===== src/rtl/counter_updown_mod.sv =====
// counter_updown_mod: modulo up/down counter, wrap or saturate at 0..MAX_VAL.
// Ports: clk, rst (sync, active-high), en, dir (1=up), load, load_val,
// count, wrap (1-cycle pulse), at_max, at_min. Define
// COUNTER_UPDOWN_WRAP_CNT_EN to add wrap_cnt[15:0], a saturating wrap tally.
module counter_updown_mod #(
  parameter int unsigned WIDTH     = 4,
  parameter int unsigned MAX_VAL   = 15,
  parameter int unsigned SATURATE  = 0,
  parameter int unsigned RESET_VAL = 0
) (
  input  logic             clk,
  input  logic             rst,
  input  logic             en,
  input  logic             dir,
  input  logic             load,
  input  logic [WIDTH-1:0] load_val,
  output logic [WIDTH-1:0] count,
  output logic             wrap,
  output logic             at_max,
`ifdef COUNTER_UPDOWN_WRAP_CNT_EN
  output logic             at_min,
  output logic [15:0]      wrap_cnt
`else
  output logic             at_min
`endif
);

  localparam longint unsigned TOP =
    (64'd1 << WIDTH) - 64'd1;

  if (WIDTH < 1 || WIDTH > 32) begin : g_bad_width
    $error("counter_updown_mod: WIDTH out of range");
  end
  if (MAX_VAL < 1 || longint'(MAX_VAL) > TOP) begin : g_bad_max
    $error("counter_updown_mod: MAX_VAL out of range");
  end
  if (RESET_VAL > MAX_VAL) begin : g_bad_rst
    $error("counter_updown_mod: RESET_VAL above MAX_VAL");
  end

  localparam logic [WIDTH-1:0] MAX_C = WIDTH'(MAX_VAL);
  localparam logic [WIDTH-1:0] RST_C = WIDTH'(RESET_VAL);
  localparam logic [WIDTH-1:0] ONE   = WIDTH'(1);
  localparam logic [WIDTH-1:0] ZERO  = '0;
  localparam bit               SAT   = (SATURATE != 0);

  logic [WIDTH-1:0] nxt;
  logic [WIDTH-1:0] lv_clamp;
  logic             nwrap;
  logic             step_up;
  logic             step_dn;

  assign at_max = (count == MAX_C);
  assign at_min = (count == ZERO);

  assign lv_clamp = (load_val > MAX_C) ? MAX_C : load_val;
  assign step_up  = !load && en && dir;
  assign step_dn  = !load && en && !dir;

  // Limits are tested before stepping, so +1/-1 never
  // leaves 0..MAX_VAL and WIDTH-bit roll-over is never used.
  always_comb begin
    nxt   = count;
    nwrap = 1'b0;
    unique case (1'b1)
      load: nxt = lv_clamp;
      step_up: begin
        if (!at_max) begin
          nxt = count + ONE;
        end else if (!SAT) begin
          nxt   = ZERO;
          nwrap = 1'b1;
        end
      end
      step_dn: begin
        if (!at_min) begin
          nxt = count - ONE;
        end else if (!SAT) begin
          nxt   = MAX_C;
          nwrap = 1'b1;
        end
      end
      default: nxt = count;
    endcase
  end

  always_ff @(posedge clk) begin
    if (rst) begin
      count <= RST_C;
      wrap  <= 1'b0;
    end else begin
      count <= nxt;
      wrap  <= nwrap;
    end
  end

`ifdef COUNTER_UPDOWN_WRAP_CNT_EN
  // Counts on the same edge the wrap pulse is registered;
  // sticks at all-ones, load does not clear it.
  always_ff @(posedge clk) begin
    if (rst) begin
      wrap_cnt <= 16'h0000;
    end else if (nwrap && wrap_cnt != 16'hFFFF) begin
      wrap_cnt <= wrap_cnt + 16'h0001;
    end
  end
`endif

endmodule


===== config.mk =====
export PLATFORM = sky130hd
export DESIGN_NAME = counter_updown_mod
export DESIGN_NICKNAME = d
export VERILOG_FILES = /design/src/rtl/counter_updown_mod.sv
export SDC_FILE = /design/constraint.sdc
export NUM_CORES = 1
export LEC_CHECK = 0
export BUFFER_PORTS_ARGS = -buffer_cell sky130_fd_sc_hd__buf_2
export CAP_MARGIN = 20
export CORE_AREA = 2 2 39 41
export CTS_BUF_LIST = sky130_fd_sc_hd__clkbuf_4 sky130_fd_sc_hd__clkbuf_8 sky130_fd_sc_hd__clkbuf_16
export DETAILED_ROUTE_END_ITERATION = 10
export DIE_AREA = 0 0 41 43
export HOLD_SLACK_MARGIN = 0.15
export SYNTH_ARGS = -nofsm -noshare
export SYNTH_HDL_FRONTEND = slang
export SYNTH_SLANG_ARGS = --single-unit

===== constraint.sdc =====
create_clock -name clk -period 4 [get_ports clk]
set_input_delay 0.2 -clock clk [delete_from_list [all_inputs] [get_ports clk]]
set_output_delay 0.2 -clock clk [all_outputs]
set_load 0.02 [all_outputs]

Yosys cells after proc, flatten, opt, wreduce, memory -nomap -nowiden
Cells that the tools add are included.
{ "op_classes": {"addsub": 2, "magnitude_cmp": 1, "n_eq_ne": 1, "mux": 7, "n_reduce_logical": 7} }
{ "op_table": {"columns": ["operator", "count"], "rows": [
  ["$mux 4", 3],
  ["$pmux 4 s3", 1],
  ["$add 4x1->4 const B", 1],
  ["$eq 4x4->1 const B", 1],
  ["$gt 4x4->1 const B", 1],
  ["$logic_not 4->1", 1],
  ["$sub 4x1->4 const B", 1],
  ["$logic_and 1x1->1", 3],
  ["$reduce_bool 3->1", 1],
  ["$logic_not 1->1", 2],
  ["$mux 1", 2],
  ["$pmux 1 s2", 1]
]} }
{ "totals": {"ff_bits": 5, "output_inout_bits": 7, "word_cells": 20} }

Depth between registers and ports, before layout
Gate-level depths: netlist of run 1.
{ "depth": {"ltp_word": 4, "depth_mapped": 6, "depth_no_buf": 6} }

Worst setup path before layout of run 1
No wires, ideal clock.
{ "synth_path": {"path_kind": "register to register", "from": "reg count[0]", "to": "reg count[0]", "setup_ns": 0.078, "t_arrival_ns": 1.544, "t_required_ns": 3.922, "slack_ns": 2.378, "stages_incl_launch_ff": 7, "path_buffers": 0, "path_cell_list": "dfxtp_1 > inv_1 > ha_1 > or4b_1 > a21oi_1 > a311oi_1 > nor3_1"} }
{ "synth_between": {"elab_chain_len": 3, "elab_cells_between_ends": 7, "classes_between": "add/sub (2); eq/ne (1); mux (3); reduce/logical (1)"} }
{ "synth_lines": {"columns": ["element", "line", "rtl"], "rows": [
  ["from (decl)", "17", "output logic [WIDTH-1:0] count,"],
  ["from (signal assigned)", "92", "count <= nxt;"],
  ["$sub 4x1->4, or another cell as far along", "77", "nxt = count - ONE;"],
  ["$mux 4 (on tied branches)", "76, 68", null],
  ["$pmux 4 s3 (*)", "65", "unique case (1'b1)"]
]} }
Mark *: on every way between the ends. The rest lies on a longest branch, timed or not.
A chain may end at the register's enable or synchronous reset.

Final worst setup path of run 1
Ends and elaborated chain as after synthesis.

==> impl_metrics.env, run 1 <==
export IMPL_finalCritPeriodShare=0.4151
export IMPL_violations="DRC"
export IMPL_syn_area_um2=412.9
export IMPL_crit_slowest_cell="or4b_1"
export IMPL_seqCellArea_um2=100.1
export IMPL_power_leakage_nw=0.2269
export IMPL_placed_area_um2=489.2
export IMPL_drcViolationCount=1
export IMPL_sw_frac_of_total=0.3213
export IMPL_crit_chain="inv_1, ha_1, or4b_1, a21oi_1, a311oi_1, nor3_1"
export IMPL_clk_path_buf_depth=2
export IMPL_critPathTopFamily="simple AND/OR/NAND/NOR gates"
export IMPL_num_nets_final=80
export IMPL_layout_drive_gt1_share=0.3235
export IMPL_crit_arrival_ps=1830
export IMPL_worst_path_stages=6
export IMPL_avgSynthCellArea_um2=7.940
export IMPL_worstPathRequired_ps=4170
export IMPL_critPathMaxStageDelay_ps=480
export IMPL_rsz0062_at_grt="no"
export IMPL_antenna_cells=0
export IMPL_synth_cells=52
export IMPL_io_buffers=15
export IMPL_hold_buffers=0
export IMPL_yosysWarnings=0
export IMPL_clock_sinks=5
export IMPL_initial_utilization=0.2984
export IMPL_skew_ps=3.227
export IMPL_cp_end_kind="flop"
export IMPL_ant_nets=0
export IMPL_num_vias=460
export IMPL_synth_nets=63
export IMPL_status="finished with violations"
export IMPL_wl_per_cell_um=12.69
export IMPL_htreeDepth=1
export IMPL_ys_seq_area_frac=0.2424
export IMPL_dieArea_um2=1763
export IMPL_track_usage=0.1390
export IMPL_grt_max_degree=16
export IMPL_grt_pass1_vias=388
export IMPL_hp_class="in -> reg"
export IMPL_hold_path_depth=2
export IMPL_cts_setup_buffers=0
export IMPL_drtPass1Iterations=7
export IMPL_power_switching_w=0.00005701
export IMPL_clk_pin_slew_ps=50
export IMPL_layout_commonest_cell="buf_2"
export IMPL_synth_top_family_by_area="compound AO/OA/AOI/OAI gates"
export IMPL_rows=14
export IMPL_path_class="reg -> reg"
export IMPL_mostFrequentLayoutCells="buf_2 (15), dfxtp_1 (5), a21oi_1 (4), clkbuf_4 (4)"
export IMPL_fill_cells=149
export IMPL_drt_iter0_markers=16
export IMPL_area_growth_syn_to_layout_pct=25.76
export IMPL_p_clk_frac=0.376
export IMPL_cts_tree="done"
export IMPL_slew_viol_final=0
export IMPL_drt_total_wl_um=1066
export IMPL_die_width_um=41
export IMPL_relSlewSlack=0.8041
export IMPL_antenna_found_initial=0
export IMPL_synth_compound_area_frac=0.2788
export IMPL_cp_max_fo=7
export IMPL_viasPerCell=5.476
export IMPL_synth_cell_types=29
export IMPL_synth_mux_area_frac=0.02424
export IMPL_combPwrFrac=0.286
export IMPL_setup_viol=0
export IMPL_synth_adder_area_share=0.06061
export IMPL_dpl_hpwl_um=814.6
export IMPL_coreArea_um2=1384
export IMPL_die_h_um=43
export IMPL_clockRootBuffer="clkbuf_4"
export IMPL_fmax_mhz=602.2
export IMPL_period_needed_ps=1661
export IMPL_numCtsBuffers=3
export IMPL_ir_drop_v=0.00009454
export IMPL_intPower_w=0.0001204
export IMPL_seqPwrFrac=0.338
export IMPL_r2r_cells=6
export IMPL_start_kind="flop"
export IMPL_post_cts_resized=0
export IMPL_powerDensity_nw_per_um2=341.7
export IMPL_clk_latency_ps=240
export IMPL_maxCapViolCount=0
export IMPL_yosys_area_share_simple=0.2606
export IMPL_hold_viol=0
export IMPL_gp_congestion=0.7823
export IMPL_multi_input_area_um2=275.3
export IMPL_synth_seq_cells=5
export IMPL_worst_pin_slew_ps=293.2
export IMPL_design_area_um2=519.2
export IMPL_gr_total_overflow=0
export IMPL_cp_num_buf_inv=1
export IMPL_tns_ps=0
export IMPL_synthXorXnorAreaFrac=0.04242
export IMPL_grt_pass1_wl_um=1676
export IMPL_ios=16
[path summary, 6_finish.rpt]
check                              start        to  slack [ps]
worst max-delay path            count[0]  count[0]        2340
worst max register to register  count[0]  count[0]        2340
worst min register to register  count[2]  count[2]         620
worst min-delay path                 rst  count[3]         210
[synthesized netlist by cell type]
master | n | area, um2
dfxtp_1 | 5 | 100.1
a21oi_1 | 4 | 20.02
inv_1 | 3 | 11.26
nor2_1 | 3 | 11.26
nor3_1 | 3 | 15.01
or3_1 | 3 | 18.77
a311oi_1 | 2 | 17.52
clkbuf_1 | 2 | 7.510
ha_1 | 2 | 25.02
inv_2 | 2 | 7.510
nand2_1 | 2 | 7.510
nor2b_1 | 2 | 12.51
nor3b_1 | 2 | 15.01
o21ai_1 | 2 | 10.01
a2111oi_1 | 1 | 10.01
a2bb2oi_1 | 1 | 8.760
a311o_1 | 1 | 10.01
a311oi_2 | 1 | 15.01
and3_1 | 1 | 6.260
buf_6 | 1 | 11.26
mux2i_1 | 1 | 10.01
nand2b_1 | 1 | 6.260
nand3_1 | 1 | 5.000
o21ai_0 | 1 | 5.000
o221a_1 | 1 | 11.26
o31ai_1 | 1 | 7.510
or4b_1 | 1 | 10.01
xnor2_1 | 1 | 8.760
xor2_1 | 1 | 8.760
[power groups by stage]
stage	sequential, W	clock (W)	combinational, W
6_report	0.0000600	0.0000667	0.0000507
2_1_floorplan	0.0000631	0	0.0000328
3_3_place_gp	0.0000607	0	0.0000508
4_1_cts	0.0000601	0.0000683	0.0000510
5_1_grt	0.0000610	0.0000707	0.0000570
3_5_place_dp	0.0000610	0	0.0000509
[area by class of cell]
type	count	share of cell area
multi-input combinational	39	0.5301
sequential	5	0.1928
timing repair buffer	15	0.1446
clock buffer	4	0.05783
tap	16	0.03855
inverter	5	0.03614
[layer usage]
| metal | GRT usage | wire length [um] |
|---|---|---|
| met1 | 0.1683 | 480 |
| met2 | 0.2219 | 525 |
| met3 | 0.01571 | 49 |
| met4 | 0.08000 | 11 |
| met5 | 0 | 0 |
[through the flow]
step | utilization | setup WS (ps) | hold WS (ps) | total power, W | cells
final | 0.3752 | 2339 | 208.8 | 0.0001774 | 84
after global routing | 0.3752 | 2196 | 217.5 | 0.0001887 | 84
after CTS | 0.3752 | 2332 | 211.0 | 0.0001793 | 84
after detailed placement | 0.3535 | 2334 | 468.2 | 0.0001119 | 80
after global placement | 0.3535 | 2327 | 466.0 | 0.0001114 | 80
after floorplan | - | 2378 | 267.9 | 0.00009583 | 52
[logic make-up (layout without fill, tap and decap cells)]
group,after synthesis,in the layout
multiplexers,1,1
AO/OA/AOI/OAI,15,15
buffers and inverters,8,24
XOR/XNOR,2,2
AND/OR/NAND/NOR,19,19
flip-flops,5,5
adder cells (fa/ha/maj),2,2
[state kept, by name (all words and copies together), names as in the netlist]
name   cells
wrap       1
count      4
[worst reg2reg max path: stages (launching register included)]
cell and delay [ps]:
dfxtp_1 340, inv_1 110, ha_1 280, or4b_1 480, a21oi_1 160, a311oi_1 60, nor3_1 160
(Power assumes the default switching activity.)
==> run 2, diff against run 1 <==
==> constraint.sdc (replaced) <==
create_clock -name clk -period 1.6 [get_ports clk]
set_input_delay 0.08 -clock clk [delete_from_list [all_inputs] [get_ports clk]]
set_output_delay 0.08 -clock clk [all_outputs]
set_load 0.02 [all_outputs]
==> impl_metrics.env, run 2 (same netlist as run 1, synthesis figures left out) <==
export IMPL_gp_congestion=0.7821
export IMPL_reg_top3="count x4, wrap x1"
export IMPL_skew_ps=2.269
export IMPL_reg2reg_setup_slack_ps=90
export IMPL_worstPathRequired_ps=1730
export IMPL_start_kind="flop"
export IMPL_drtPass1Iterations=4
export IMPL_coreArea_um2=1384
export IMPL_num_nets_final=87
export IMPL_layout_drive_gt1_share=0.4133
export IMPL_min_to="count[1]"
export IMPL_layout_commonest_cell="buf_2"
export IMPL_fin_util=0.4213
export IMPL_dieArea_um2=1763
export IMPL_cp_num_buf_inv=1
export IMPL_cp_end_kind="flop"
export IMPL_dpl_hpwl_um=852.6
export IMPL_hp_class="in -> reg"
export IMPL_slew_viol_final=0
export IMPL_setup_viol=0
export IMPL_gr_total_overflow=0
export IMPL_maxCapViolCount=0
export IMPL_die_width_um=41
export IMPL_numCtsBuffers=3
export IMPL_clockRootBuffer="clkbuf_4"
export IMPL_hold_path_depth=4
export IMPL_track_usage=0.1545
export IMPL_die_h_um=43
export IMPL_wl_per_cell_um=13.03
export IMPL_fill_cells=141
export IMPL_largest_reg_flops=4
export IMPL_finalCritPeriodShare=0.9418
export IMPL_io_buffers=15
export IMPL_top_register="count"
export IMPL_path_class="reg -> reg"
export IMPL_grt_pass1_vias=453
export IMPL_clk_path_buf_depth=2
export IMPL_power_leakage_nw=0.2594
export IMPL_period_needed_ps=1507
export IMPL_drt_iter0_markers=10
export IMPL_cp_max_fo=5
export IMPL_hold_viol=0
export IMPL_clock_sinks=5
export IMPL_worst_pin_slew_ps=292.9
export IMPL_crit_slowest_cell="or4b_1"
export IMPL_crit_chain="inv_1, ha_2, or4b_1, a2111oi_1"
export IMPL_mostFrequentLayoutCells="buf_2 (15), buf_4 (5), a21oi_1 (4), clkbuf_4 (4)"
export IMPL_ant_nets=0
export IMPL_antenna_found_initial=0
export IMPL_htreeDepth=1
export IMPL_grt_pass1_wl_um=1876
export IMPL_relSlewSlack=0.8043
export IMPL_initial_utilization=0.2984
export IMPL_r2r_cells=4
export IMPL_clk_latency_ps=240
export IMPL_powerDensity_nw_per_um2=796.6
export IMPL_critPathMaxStageDelay_ps=460
export IMPL_clk_pin_slew_ps=50
export IMPL_r2r_end="wrap"
export IMPL_drcViolationCount=0
export IMPL_crit_arrival_ps=1630
export IMPL_critPathTopFamily="simple AND/OR/NAND/NOR gates"
export IMPL_grt_max_degree=15
export IMPL_cts_tree="done"
export IMPL_antenna_cells=0
export IMPL_tns_ps=0
export IMPL_viasPerCell=5.330
export IMPL_status="completed"
export IMPL_worstHoldStart="load_val[1]"
export IMPL_fmax_mhz=663.6
export IMPL_ir_drop_v=0.0002480
export IMPL_rr_startpoint="count[0]"
export IMPL_rows=14
export IMPL_area_growth_syn_to_layout_pct=41.21
export IMPL_ios=16
export IMPL_drt_total_wl_um=1186
export IMPL_num_vias=485
==> run 2: cell types whose count changed in the layout (fill, tap and decap cells not counted) <==
cell / before / now
dlygate4sd3_1: 0 / 2
and3_1: 1 / 0
and3_2: 0 / 1
ha_2: 0 / 1
buf_4: 0 / 5
dfxtp_1: 5 / 3
dfxtp_2: 0 / 2
ha_1: 2 / 1
==> run 2: per-layer routing <==
layer / track usage / vias to the layer above / share of wire
li1: - / 241 / -
met1: 0.2051 / 228 / 0.46
met2: 0.2344 / 14 / 0.48
met3: 0.03141 / 2 / 0.050
met4: 0.06000 / 0 / 0.012
met5: 0 / - / 0
==> run 2: per-stage QoR <==
step	power (W)	instances	hold WS, ps	setup WS [ps]	instance area (um2)
finish	0.0004644	91	174.4	93.16	583.1
global route	0.0004979	91	198.9	-3.969	583.1
CTS	0.0004644	91	180.6	53.35	580.6
detailed placement	0.0002940	85	342.3	77.70	530.5
global placement	0.0002930	85	346.1	57.34	530.5
floorplan	0.0002408	52	147.9	-1.594	416.7
==> run 2: repair_timing <==
action | 4_1_cts | 5_1_grt
setup buffers | 0 | 0
resized for setup | 0 | 2
setup endpoints to repair | 0 | 3
hold buffers | 2 | 0
endpoints found under the hold margin | 5 | 0
==> run 2: final cells by class <==
cell class	count	area [um2]	share of cell area
timing repair buffer	22	132.6	0.2275
sequential	5	102.6	0.1760
clock buffer	4	30.03	0.05150
tap	16	20.02	0.03433
multi-input combinational	39	279.0	0.4785
inverter	5	18.77	0.03219
==> run 2: where the power goes <==
part / switching, W / total [W] / leakage, nW / internal (W)
sequential: 0.0000122 / 0.000148 / 0.0419 / 0.000135
clock: 0.0000552 / 0.000167 / 0.0184 / 0.000111
combinational: 0.0000802 / 0.000150 / 0.199 / 0.0000700
==> run 2: worst max-delay path by stage <==
stage	cells past startpoint	from	endpoint
final	4	count[0]	wrap
after global routing	4	count[0]	wrap
after CTS	6	count[0]	count[0]
after detailed placement	7	count[0]	count[2]
after global placement	6	count[0]	count[0]
after floorplan	6	count[0]	count[0]
==> run 2: worst register-to-register path, stage by stage, from the launching register on <==
cell and delay [ps]:
dfxtp_2 340, inv_1 90, ha_2 180, or4b_1 460, a2111oi_1 330
==> run 3, diff against run 2 <==
--- a/config.mk
+++ b/config.mk
@@ -5,6 +5,7 @@
 export SDC_FILE = /design/constraint.sdc
 export NUM_CORES = 1
 export LEC_CHECK = 0
+export ABC_AREA = 1
 export BUFFER_PORTS_ARGS = -buffer_cell sky130_fd_sc_hd__buf_2
 export CAP_MARGIN = 20
 export CORE_AREA = 2 2 39 41
==> impl_metrics.env, run 3 <==
export IMPL_period_needed_ps=1448
export IMPL_setup_viol=0
export IMPL_largest_reg_flops=4
export IMPL_clk_path_buf_depth=2
export IMPL_synth_edf_count=0
export IMPL_gr_total_overflow=0
export IMPL_synth_common_cells="nand2_1 (13), inv_1 (10), nand3_1 (9)"
export IMPL_htreeDepth=1
export IMPL_hold_viol=0
export IMPL_die_h_um=43
export IMPL_rows=14
export IMPL_drtPass1Iterations=4
export IMPL_ios=16
export IMPL_path_class="reg -> out"
export IMPL_fin_ws_ps=151.9
export IMPL_grt_max_degree=11
export IMPL_tns_ps=0
export IMPL_synth_top_area_cell="dfxtp_1"
export IMPL_yosys_area_top_type_share=0.2374
export IMPL_power_leakage_nw=0.2967
export IMPL_relSlewSlack=0.7485
export IMPL_slew_viol_final=0
export IMPL_avgSynthCellArea_um2=6.201
export IMPL_cp_max_fo=7
export IMPL_rsz0062_at_grt="no"
export IMPL_reg_top3="count x4, wrap x1"
export IMPL_gp_congestion=0.7816
export IMPL_ant_nets=0
export IMPL_yosysWarnings=0
export IMPL_synth_top_cells_by_area="dfxtp_1 (24%), nand2_1 (12%), nand3_1 (11%)"
export IMPL_cp_end_kind="output pin"
export IMPL_worstPathRequired_ps=1520
export IMPL_cts_tree="done"
export IMPL_dpl_hpwl_um=836.7
export IMPL_synth_cell_types=19
export IMPL_ys_seq_area_frac=0.2374
export IMPL_skew_ps=8.940
export IMPL_area_growth_syn_to_layout_pct=29.38
export IMPL_fmax_mhz=690.6
export IMPL_ys_flop_type="dfxtp_1"
export IMPL_finalCritPeriodShare=0.9051
export IMPL_io_buffers=15
export IMPL_num_nets_final=99
export IMPL_seqCellArea_um2=100.1
export IMPL_synth_nets=79
export IMPL_start_kind="flop"
export IMPL_hp_class="in -> reg"
export IMPL_antenna_found_initial=0
export IMPL_clk_latency_ps=250
export IMPL_layout_commonest_cell="buf_2"
export IMPL_placed_area_um2=505.5
export IMPL_drcViolationCount=0
export IMPL_drt_iter0_markers=3
export IMPL_fin_cells=103
export IMPL_async_flop_share=0
export IMPL_design_area_um2=545.5
export IMPL_powerDensity_nw_per_um2=815.8
export IMPL_drt_total_wl_um=1085
export IMPL_dieArea_um2=1763
export IMPL_multi_input_area_um2=264.0
export IMPL_yosysMostFrequentCell="nand2_1"
export IMPL_place_ws_ps=228.7
export IMPL_crit_slowest_cell="dfxtp_1"
export IMPL_crit_arrival_ps=1370
export IMPL_maxCapViolCount=0
export IMPL_numCtsBuffers=3
export IMPL_synth_cells=68
export IMPL_dp_cells=98
export IMPL_num_vias=488
export IMPL_cp_common_cell="inv_1"
export IMPL_fill_cells=168
export IMPL_clock_sinks=5
export IMPL_die_width_um=41
export IMPL_grt_pass1_vias=468
export IMPL_syn_area_um2=421.7
export IMPL_grt_pass1_wl_um=1869
export IMPL_status="completed"
export IMPL_crit_chain="inv_1, ha_1, inv_1, nor3_4, buf_2"
export IMPL_top_register="count"
export IMPL_layout_drive_gt1_share=0.2989
export IMPL_initial_utilization=0.3047
export IMPL_antenna_cells=0
export IMPL_viasPerCell=4.738
export IMPL_wl_per_cell_um=10.53
export IMPL_track_usage=0.1516
export IMPL_ir_drop_v=0.0002811
export IMPL_worst_pin_slew_ps=376.7
export IMPL_coreArea_um2=1384
export IMPL_synth_seq_cells=5
export IMPL_mostFrequentLayoutCells="buf_2 (15), nand2_1 (13), inv_1 (10), nand3_1 (9), nor2_1 (8)"
export IMPL_post_cts_resized=0
export IMPL_critPathMaxStageDelay_ps=450
export IMPL_clk_pin_slew_ps=40
export IMPL_clockRootBuffer="clkbuf_4"
-- run 3: changes by cell type after synthesis, moves of 3 or more --
| cell | previous run | this run |
|---|---|---|
| nor2_1 | 3 | 8 |
| nand3_1 | 1 | 9 |
| or3_1 | 3 | 0 |
| nand2_1 | 2 | 13 |
| inv_1 | 3 | 10 |
| o21ai_0 | 1 | 5 |
-- run 3: worst paths after layout --
check | slack [ps] | end | cells after the start | start
max | 150 | at_min | 5 | count[0]
min | 160 | count[0] | 5 | load_val[0]
max reg2reg | 220 | count[3] | 8 | count[0]
min reg2reg | 640 | count[0] | 3 | count[0]
-- run 3: power breakdown --
| part | switching, W | internal (W) |
|---|---|---|
| logic | 0.0000720 | 0.0000474 |
| registers | 0.0000205 | 0.000134 |
| clock network | 0.0000591 | 0.000112 |
| total | 0.000152 | 0.000294 |
-- run 3: per-stage QoR --
step                      hold slack [ps]  total power (W)    util
final                               160.2        0.0004450  0.3942
after global placement              289.4        0.0002744  0.3653
after CTS                           172.0        0.0004469  0.3942
after global routing                228.6        0.0004711  0.3942
after detailed placement            289.2        0.0002746  0.3653
after floorplan                     149.1        0.0002388       -
-- run 3: critical path, delay by kind of cell, from the launching register on --
kind | cells | cell delay [ps]
adder cells (fa/ha/maj) | 1 | 230
buffers and inverters | 3 | 400
flip-flops | 1 | 450
AND/OR/NAND/NOR | 1 | 50
-- run 3: cell type report --
| cell class | instances | area share |
|---|---|---|
| multi-input cells | 50 | 0.4839 |
| repair buffers | 16 | 0.1560 |
| inverters | 12 | 0.08486 |
| well taps | 16 | 0.03670 |
| clock buffers | 4 | 0.05505 |
| flip-flops and latches | 5 | 0.1835 |
-- run 3: cells by family (layout without fill, tap and decap cells) --
group                    Yosys count  after routing  share of synthesized area
flip-flops                         5              5                     0.2374
AO/OA/AOI/OAI                     10             10                     0.1246
adder cells (fa/ha/maj)            2              2                    0.05934
buffers and inverters             13             32                     0.1365
AND/OR/NAND/NOR                   38             38                     0.4422
-- run 3: timing repair --
item	CTS	global route
hold endpoints to repair	1	0
setup buffers	0	0
setup endpoints to repair	0	0
hold buffers	1	0
-- run 3: routing by layer --
metal | track usage | vias up | wire length (um)
met4 | 0.04000 | 0 | 9
met5 | 0 | - | 0
li1 | - | 253 | -
met2 | 0.2688 | 10 | 584
met1 | 0.1801 | 223 | 457
met3 | 0.01571 | 2 | 33
